**config.mk**
```make
export PLATFORM = sky130hd
export DESIGN_NAME = fifo_rr_scheduler
export DESIGN_NICKNAME = d
export VERILOG_FILES = /design/src/rtl/fifo_rr_scheduler_pkg.sv /design/src/rtl/fifo_rr_scheduler_rr_arbiter.sv /design/src/rtl/fifo_rr_scheduler.sv
export SDC_FILE = /design/constraint.sdc
export NUM_CORES = 1
export LEC_CHECK = 0
export ABC_AREA = 1
export CAP_MARGIN = 0
export CORE_AREA = 10 10 72 74
export CTS_CLUSTER_DIAMETER = 120
export DETAILED_ROUTE_END_ITERATION = 8
export DIE_AREA = 0 0 82 84
export PLACE_DENSITY = 0.79
export REMOVE_ABC_BUFFERS = 1
export SLEW_MARGIN = 25
export SYNTH_ARGS = -nofsm -noshare
export SYNTH_HDL_FRONTEND = slang
export SYNTH_SLANG_ARGS = --single-unit
export TNS_END_PERCENT = 20
```
**constraint.sdc**
```tcl
create_clock -name clk -period 3 [get_ports clk]
set_input_delay 0.45 -clock clk [delete_from_list [all_inputs] [get_ports clk]]
set_output_delay 0.45 -clock clk [all_outputs]
set_load 0.005 [all_outputs]
```
**src/rtl/fifo_rr_scheduler_pkg.sv**
```systemverilog
// Shared definitions for the round-robin FIFO scheduler: default sizing and FSM state encodings.
package fifo_rr_scheduler_pkg;

   localparam int unsigned DEF_DATA_WIDTH  = 6;
   localparam int unsigned DEF_NUM_Q       = 4;
   localparam int unsigned DEF_DEST_LSB    = 4;
   localparam int unsigned DEF_INIT_CYCLES = 2;

   typedef enum logic [1:0] {
      ST_INIT   = 2'd0,
      ST_IDLE   = 2'd1,
      ST_ACTIVE = 2'd2,
      ST_PAUSE  = 2'd3
   } state_t;

endpackage

```
**src/rtl/fifo_rr_scheduler_rr_arbiter.sv**
```systemverilog
// Combinational round-robin arbiter: grants the first requester after ptr, searched modulo NUM_Q.
module rr_arbiter
   import fifo_rr_scheduler_pkg::*;
#(
   parameter int unsigned NUM_Q = DEF_NUM_Q,
   parameter int unsigned IDX_W = $clog2(NUM_Q)
) (
   input  logic [NUM_Q-1:0] req,
   input  logic [IDX_W-1:0] ptr,
   input  logic             en,
   output logic [NUM_Q-1:0] gnt,
   output logic [IDX_W-1:0] idx
);

   logic             found;
   logic [IDX_W-1:0] cand;

   // NUM_Q is a power of two, so the index wraps naturally; the last candidate is ptr itself
   always_comb begin
      gnt   = '0;
      idx   = '0;
      found = 1'b0;
      cand  = '0;
      for (int unsigned off = 1; off <= NUM_Q; off++) begin
         cand = ptr + IDX_W'(off);
         if (en && !found && req[cand]) begin
            found     = 1'b1;
            gnt[cand] = 1'b1;
            idx       = cand;
         end
      end
   end

endmodule

```
**src/rtl/fifo_rr_scheduler.sv**
```systemverilog
// Round-robin scheduler moving words from NUM_Q input FIFOs to NUM_Q output FIFOs by destination field.
module fifo_rr_scheduler
   import fifo_rr_scheduler_pkg::*;
#(
   parameter int unsigned DATA_WIDTH  = DEF_DATA_WIDTH,
   parameter int unsigned NUM_Q       = DEF_NUM_Q,
   parameter int unsigned DEST_LSB    = DEF_DEST_LSB,
   parameter int unsigned INIT_CYCLES = DEF_INIT_CYCLES
) (
   input  logic                        clk,
   input  logic                        reset_L,
   input  logic [NUM_Q-1:0]            in_empty,
   input  logic [NUM_Q*DATA_WIDTH-1:0] in_data,
   input  logic [NUM_Q-1:0]            out_pause,
   input  logic [NUM_Q-1:0]            out_full,
   output logic [NUM_Q-1:0]            pop,
   output logic [NUM_Q-1:0]            push,
   output logic [DATA_WIDTH-1:0]       data_out,
   output logic [1:0]                  state,
   output logic                        idle,
   output logic                        error
);

   localparam int unsigned IDX_W = $clog2(NUM_Q);
   localparam int unsigned CNT_W = $clog2(INIT_CYCLES + 1);

   state_t                  state_q, state_d;
   logic [CNT_W-1:0]        init_cnt;
   logic [IDX_W-1:0]        ptr;
   logic [IDX_W-1:0]        gidx, gidx2;
   logic                    vld, vld2;
   logic                    grant_en;
   logic [NUM_Q-1:0]        gnt;
   logic [IDX_W-1:0]        idx;
   logic [DATA_WIDTH-1:0]   word;
   logic [IDX_W-1:0]        dest;
   logic [NUM_Q-1:0]        push_d;

   assign grant_en = (state_q == ST_ACTIVE) && !(|out_pause);

   rr_arbiter #(
      .NUM_Q (NUM_Q),
      .IDX_W (IDX_W)
   ) u_arb (
      .req (~in_empty),
      .ptr (ptr),
      .en  (grant_en),
      .gnt (gnt),
      .idx (idx)
   );

   // The input FIFO answers one cycle after pop, so the word is sampled via the second stage
   assign word = in_data[gidx2 * DATA_WIDTH +: DATA_WIDTH];
   assign dest = word[DEST_LSB +: IDX_W];

   always_comb begin
      push_d       = '0;
      push_d[dest] = 1'b1;
   end

   always_comb begin
      state_d = state_q;
      unique case (state_q)
         ST_INIT:   if (init_cnt == CNT_W'(INIT_CYCLES - 1)) state_d = ST_IDLE;
         ST_IDLE:   if (!(&in_empty)) state_d = ST_ACTIVE;
         ST_ACTIVE: begin
            if (|out_pause)                       state_d = ST_PAUSE;
            else if (&in_empty && !(vld || vld2)) state_d = ST_IDLE;
         end
         ST_PAUSE:  if (!(|out_pause)) state_d = (&in_empty) ? ST_IDLE : ST_ACTIVE;
         default:   state_d = ST_INIT;
      endcase
   end

   always_ff @(posedge clk or negedge reset_L) begin
      if (!reset_L) begin
         state_q  <= ST_INIT;
         init_cnt <= '0;
         ptr      <= '1;
         pop      <= '0;
         gidx     <= '0;
         vld      <= 1'b0;
         gidx2    <= '0;
         vld2     <= 1'b0;
         push     <= '0;
         data_out <= '0;
         error    <= 1'b0;
      end else begin
         state_q <= state_d;
         if (state_q == ST_INIT) init_cnt <= init_cnt + 1'b1;
         pop <= gnt;
         vld <= |gnt;
         if (|gnt) begin
            gidx <= idx;
            ptr  <= idx;
         end
         vld2  <= vld;
         gidx2 <= gidx;
         push  <= vld2 ? push_d : '0;
         if (vld2) begin
            data_out <= word;
            if (out_full[dest]) error <= 1'b1;
         end
      end
   end

   assign state = state_q;
   assign idle  = (state_q == ST_IDLE);

endmodule

```
# --- Word-level counts from Yosys, hierarchy flattened ---
# Cells that the tools add are included.
word_totals:
  ramBits: 0
  regBits: 27
  word_cells: 104
  n_memories: 0
  out_inout_bits: 18
  romBits: 0
  latch_bits: 0
op_classes:
  n_addsub: 4
  reduce_logical: 26
  bitwise: 4
  n_eq_ne: 8
  magnitude_cmp: 10
  n_div: 0
  n_mux: 39
  multipliers: 1
  n_shift: 1
ops:
  columns: ["operator", "n"]
  rows:
  - ["$shiftx A24 B6 Y6", 1]
  - ["$mux W2", 10]
  - ["$mux W4", 5]
  - ["$lt A2 B3 Y1 const B", 5]
  - ["$logic_and A1 B1 Y1", 14]
  - ["$mux W1", 13]
  - ["$or A4 B4 Y4", 3]
  - ["$bmux W1 S2", 5]
  - ["$demux W1 S2", 5]
  - ["$ge A2 B1 Y1 const B", 5]
  - ["$pmux W2 S4", 1]
  - ["$reduce_and A4 Y1", 2]
  - ["$reduce_or A4 Y1", 2]
  - ["$ne A2 B2 Y1 const B", 3]
  - ["$logic_not A1 Y1", 5]
  - ["$add A2 B1 Y2 const B", 2]
  - ["$add A2 B2 Y2 const B", 2]
  - ["$eq A2 B1 Y1 const B", 2]
  - ["$eq A2 B2 Y1 const B", 2]
  - ["$mul A2 B2 Y4 const B", 1]
  - ["$not A4 Y4", 1]
  - ["$ne A3 B1 Y1 const B", 1]
  - ["$logic_not A2 Y1", 1]
  - ["$reduce_and A2 Y1", 1]
  - ["$logic_or A1 B1 Y1", 1]

# --- Depth between registers and ports, before layout ---
logic_depth:
  ltp_word: 18
  depth_mapped: 15

# --- Cells and area by module ---
# Synthesis repeated with hierarchy kept, for this count alone.
hier_totals:
  hier_cells: 236
  area_unflattened_um2: 1818.0
modules_own_cells:
  columns: ["mod", "seq_area_each_um2", "area_per_inst_um2", "instances", "cells_per_inst"]
  rows:
  - ["fifo_rr_scheduler", 678.2, 1333.8, 1, 154]
  - ["rr_arbiter", 0.0, 484.2, 1, 82]

# --- Least setup slack after synthesis ---
# Ideal clock, no wire load.
synth_timing:
  path_kind: "register to register"
  start: "register ptr[0]"
  end: "register gidx[1]"
  setup_ns: 0.117
  stages_incl_launch_ff: 14
  path_slack_ns: 0.885
  t_required_ns: 2.883
  arrival_time_ns: 1.998
  path_cell_list: "dfstp_2 > inv_2 > ha_1 > inv_1 > nand3_2 > nand3_2 > nor2_4 > buf_6 > nand3_1 > nand3_2 > nor2_4 > nand2_4 > nand2_2 > nand2_1"
synth_via:
  elab_chain_len: 18
  elab_cells_between_ends: 56
  classes_between: "add/sub: 3; order compare: 8; mux: 27; bitwise: 3; reduce/logical: 15"
synth_rtl:
  columns: ["item", "line_no", "source"]
  rows:
  - ["start: declaration", "fifo_rr_scheduler.sv:29", "logic [IDX_W-1:0] ptr;"]
  - ["start signal: assignment", "fifo_rr_scheduler.sv:95", "ptr <= idx;"]
  - ["parallel branches: the longest is 16 deep, another holds $lt A2 B3 Y1", null, null]
  - ["$mux W4 *", "fifo_rr_scheduler_rr_arbiter.sv:26", "if (en && !found && req[cand]) begin"]
  - ["named net gnt[0]", "fifo_rr_scheduler.sv:33", "logic [NUM_Q-1:0] gnt;"]
  - ["$reduce_or A4 Y1 *", "fifo_rr_scheduler.sv:93", "if (|gnt) begin"]
  - ["end signal: assignment", "fifo_rr_scheduler.sv:94", "gidx <= idx;"]
  - ["end: declaration", "fifo_rr_scheduler.sv:30", "logic [IDX_W-1:0] gidx, gidx2;"]
# Mark *: on every way through the listed nets, which the timed path passes. The select of a mux whose other input is x is not followed.
# A chain may end at the register's enable or synchronous reset.

# --- Worst setup path in the final report ---
# Ends and elaborated chain as after synthesis.

==> summary.txt <==
Run status
  – Outcome: finished, final reports clean

Hold path
  – WHS Path Cells: 0
  – Hold Path Class: reg2reg

Logic synthesis
  – Synth Area in XOR/XNOR: 0.005228
  – Mux contribution to synthesized area: 0
  – Synth unique cells: 28
  – Synthesized area per cell: 7.685 um^2
  – Number of synthesized register bits: 27
  – Simple-gate share of the synthesized area: 0.3764
  – Cell Area, Synth: 1675 um^2
  – Largest family of logic cells by synthesized area: simple AND/OR/NAND/NOR gates
  – Warnings, synthesis: 0
  – Synth Area in Adders: 0.05975
  – Synth Area in Compound Gates: 0.08887
  – Synth Instances: 218
  – Post-synthesis sequential area ratio: 0.4048

Detailed routing
  – DRC viols: 0
  – DR WL/cell: 13.27 um
  – Routed Antenna Nets: 0
  – Total wire length: 4300 um
  – Initial drt markers: 80
  – Routed vias: 1613
  – Drt via density: 4.978
  – First-pass detailed-route iteration total: 5

Final layout
  – Commonest non-fill, non-tap cell in the layout: clkdlybuf4s50_1
  – Share of cells above drive strength 1: 0.09854
  – Antenna Cells: 0
  – Layout area overhead: 38.39%
  – Most frequent cells in the layout: clkdlybuf4s50_1, nand2_1, nor2_1
  – # nets final: 321

STA
  – Slew Limit Headroom: 0.6639
  – Crit path time final: 2.330 ns
  – Max Slew Vio Count: 0
  – RSZ-0062 raised after global routing: no
  – Final Hold Vio Count: 0
  – Final setup vio count: 0
  – Slew at the pin with the worst max-slew slack: 0.5042 ns
  – Final Cycle Share: 0.7767
  – Hold_ws: 0.3920 ns
  – Setup TNS: 0 ns
  – Max Fclk: 429.2 MHz
  – Clock skew: 0.002834 ns

Critical path
  – CP Capture Type: register
  – Worst Path Max Fanout: 11
  – CP peak stage delay: 0.66 ns
  – Critical path launch point type: register
  – Crit path cell chain: inv_2 > ha_1 > inv_1 > nand3_1 > nand2_2 > nor2_2 > nand3_1 > nand3_2 > nor2_4 > nand2_4 > nand2_2 > nand2_1
  – Arrival time at the worst endpoint: 2.50 ns
  – Crit path kind: reg2reg
  – Worst Reg-to-Reg Cells: 12
  – Critical Path RT: 3.17 ns
  – Crit-path slowest cell: dfstp_2

GRT
  – Largest net degree at the start of global routing: 28
  – Grt ovf: 0
  – First-pass GRT wire length: 7238 um
  – Initial antenna violation count: 0
  – Overall global routing resource usage: 0.1277
  – Number of global-route vias before repair: 1602

Pwr
  – Internal: 0.0007788 W
  – NetSw: 0.0003716 W
  – Switch share: 0.3230
  – Maximum vdd drop: 0.0002551 V
  – Tot Pwr: 0.001150 W
  – Clk pwr share: 0.178
  – Reg power frac: 0.441
  – Leakage: 1.113 nW
  – Cell Pwr Density: 496.2 nW/um^2
  – Combinational Power Share: 0.381

Floorplanning
  – Initial core utilization: 0.4345
  – Core ar.: 3856 um^2
  – Row cnt: 23
  – Die span in x: 82 um
  – DIE AREA: 6888 um^2
  – Die H: 84 um
  – IO Pins: 56

CTS
  – TritonCTS clock tree: built
  – H-tree Lvls: 1
  – Number of gates resized after CTS: 0
  – Worst-Skew Late Latency: 0.27 ns
  – Post-CTS Setup Inserts: 0
  – CTS Root Cell: clkbuf_8
  – Clk slew on worst S/H paths: 0.08 ns
  – CTS buffer count: 3
  – Max Root-Sink Buffers: 2
  – CTS Sinks: 27
  – Hold_buf cts: 0

Run
  – MaxCap Viol Count: 0

Place
  – Hpwl dp: 3471 um
  – Placer Congestion: 0.9014
  – Number of port buffers: 55
==> synthesized netlist by cell type (all sizes together) <==
master / number / area, um^2
nand2: 50 / 205.2
nor2: 39 / 171.4
nand3: 37 / 230.2
dfrtp: 25 / 625.6
inv: 23 / 86.34
o21ai: 9 / 45.04
ha: 8 / 100.1
a21oi: 5 / 25.02
a31oi: 4 / 25.02
clkbuf: 3 / 11.26
dfstp: 2 / 52.55
nor3: 2 / 10.01
o21a: 2 / 15.01
a211oi: 1 / 7.510
a21boi: 1 / 7.510
a21o: 1 / 7.510
and2: 1 / 7.510
buf: 1 / 11.26
nand4: 1 / 6.260
o2111ai: 1 / 8.760
o31ai: 1 / 7.510
xor2: 1 / 8.760
==> worst max-delay path, delay by kind of cell, from the launching register on <==
family	cells	cell delay, ns
and+or+nand+nor	9	0.94
DFF	1	0.66
adders and majority gates	1	0.35
buffers and inverters	2	0.26
==> cells by family after synthesis <==
| kind of cell | after synthesis |
|---|---|
| AOI/OAI and AO/OA | 25 |
| xor gates and xnor gates | 1 |
| adders and majority gates | 8 |
| buffers and inverters | 27 |
| DFF | 27 |
| and+or+nand+nor | 130 |
==> power by group through the flow <==
stage | combinational [W] | sequential (W) | clock (W)
after floorplan | 0.000210 | 0.000512 | 0
after global placement | 0.000434 | 0.000514 | 0
after detailed placement | 0.000446 | 0.000515 | 0
after CTS | 0.000446 | 0.000509 | 0.000212
after global routing | 0.000492 | 0.000524 | 0.000223
final | 0.000438 | 0.000508 | 0.000204
==> sequential cells by signal, summed over array words and instances, names as in the netlist <==
register / flops
vld2: 1
gidx2: 2
error: 1
ptr: 2
push: 4
gidx: 2
state: 2
vld: 1
pop: 4
data_out: 6
init_cnt: 2
==> final timing paths <==
path	from	to	slack [ns]
worst max-delay path	ptr[0]	gidx[1]	0.67
worst min-delay path	gidx[1]	gidx2[1]	0.39
worst max register to register	ptr[0]	gidx[1]	0.67
worst min register to register	gidx[1]	gidx2[1]	0.39
max in group asynchronous	reset_L	ptr[1]	2.17
min in group asynchronous	reset_L	data_out[0]	0.54
==> cell type report <==
class / count / area, um^2
fillers: 346 / 1538
multi-input cells: 164 / 888.4
flip-flops and latches: 27 / 678.2
repair buffers: 56 / 558.0
inverters: 23 / 86.33
well taps: 50 / 62.56
clock buffers: 4 / 45.04
==> metrics by stage <==
| step | setup WS, ns | cells | area (um^2) | util |
|---|---|---|---|---|
| finish | 0.6699 | 324 | 2318 | 0.6012 |
| global placement | 0.7240 | 320 | 2273 | 0.5896 |
| detailed placement | 0.6705 | 320 | 2273 | 0.5896 |
| global route | 0.4411 | 324 | 2318 | 0.6012 |
| floorplan | 0.9219 | 214 | 1653 | - |
| CTS | 0.6464 | 324 | 2318 | 0.6012 |
==> layer usage <==
metal	vias to the layer above	track usage	wire, um
met5	-	0	0
met4	0	0.05728	86
met3	7	0.03017	385
met2	63	0.2054	1854
met1	720	0.1543	1974
li1	823	-	-
No activity file was read; power rests on OpenSTA's default activity.
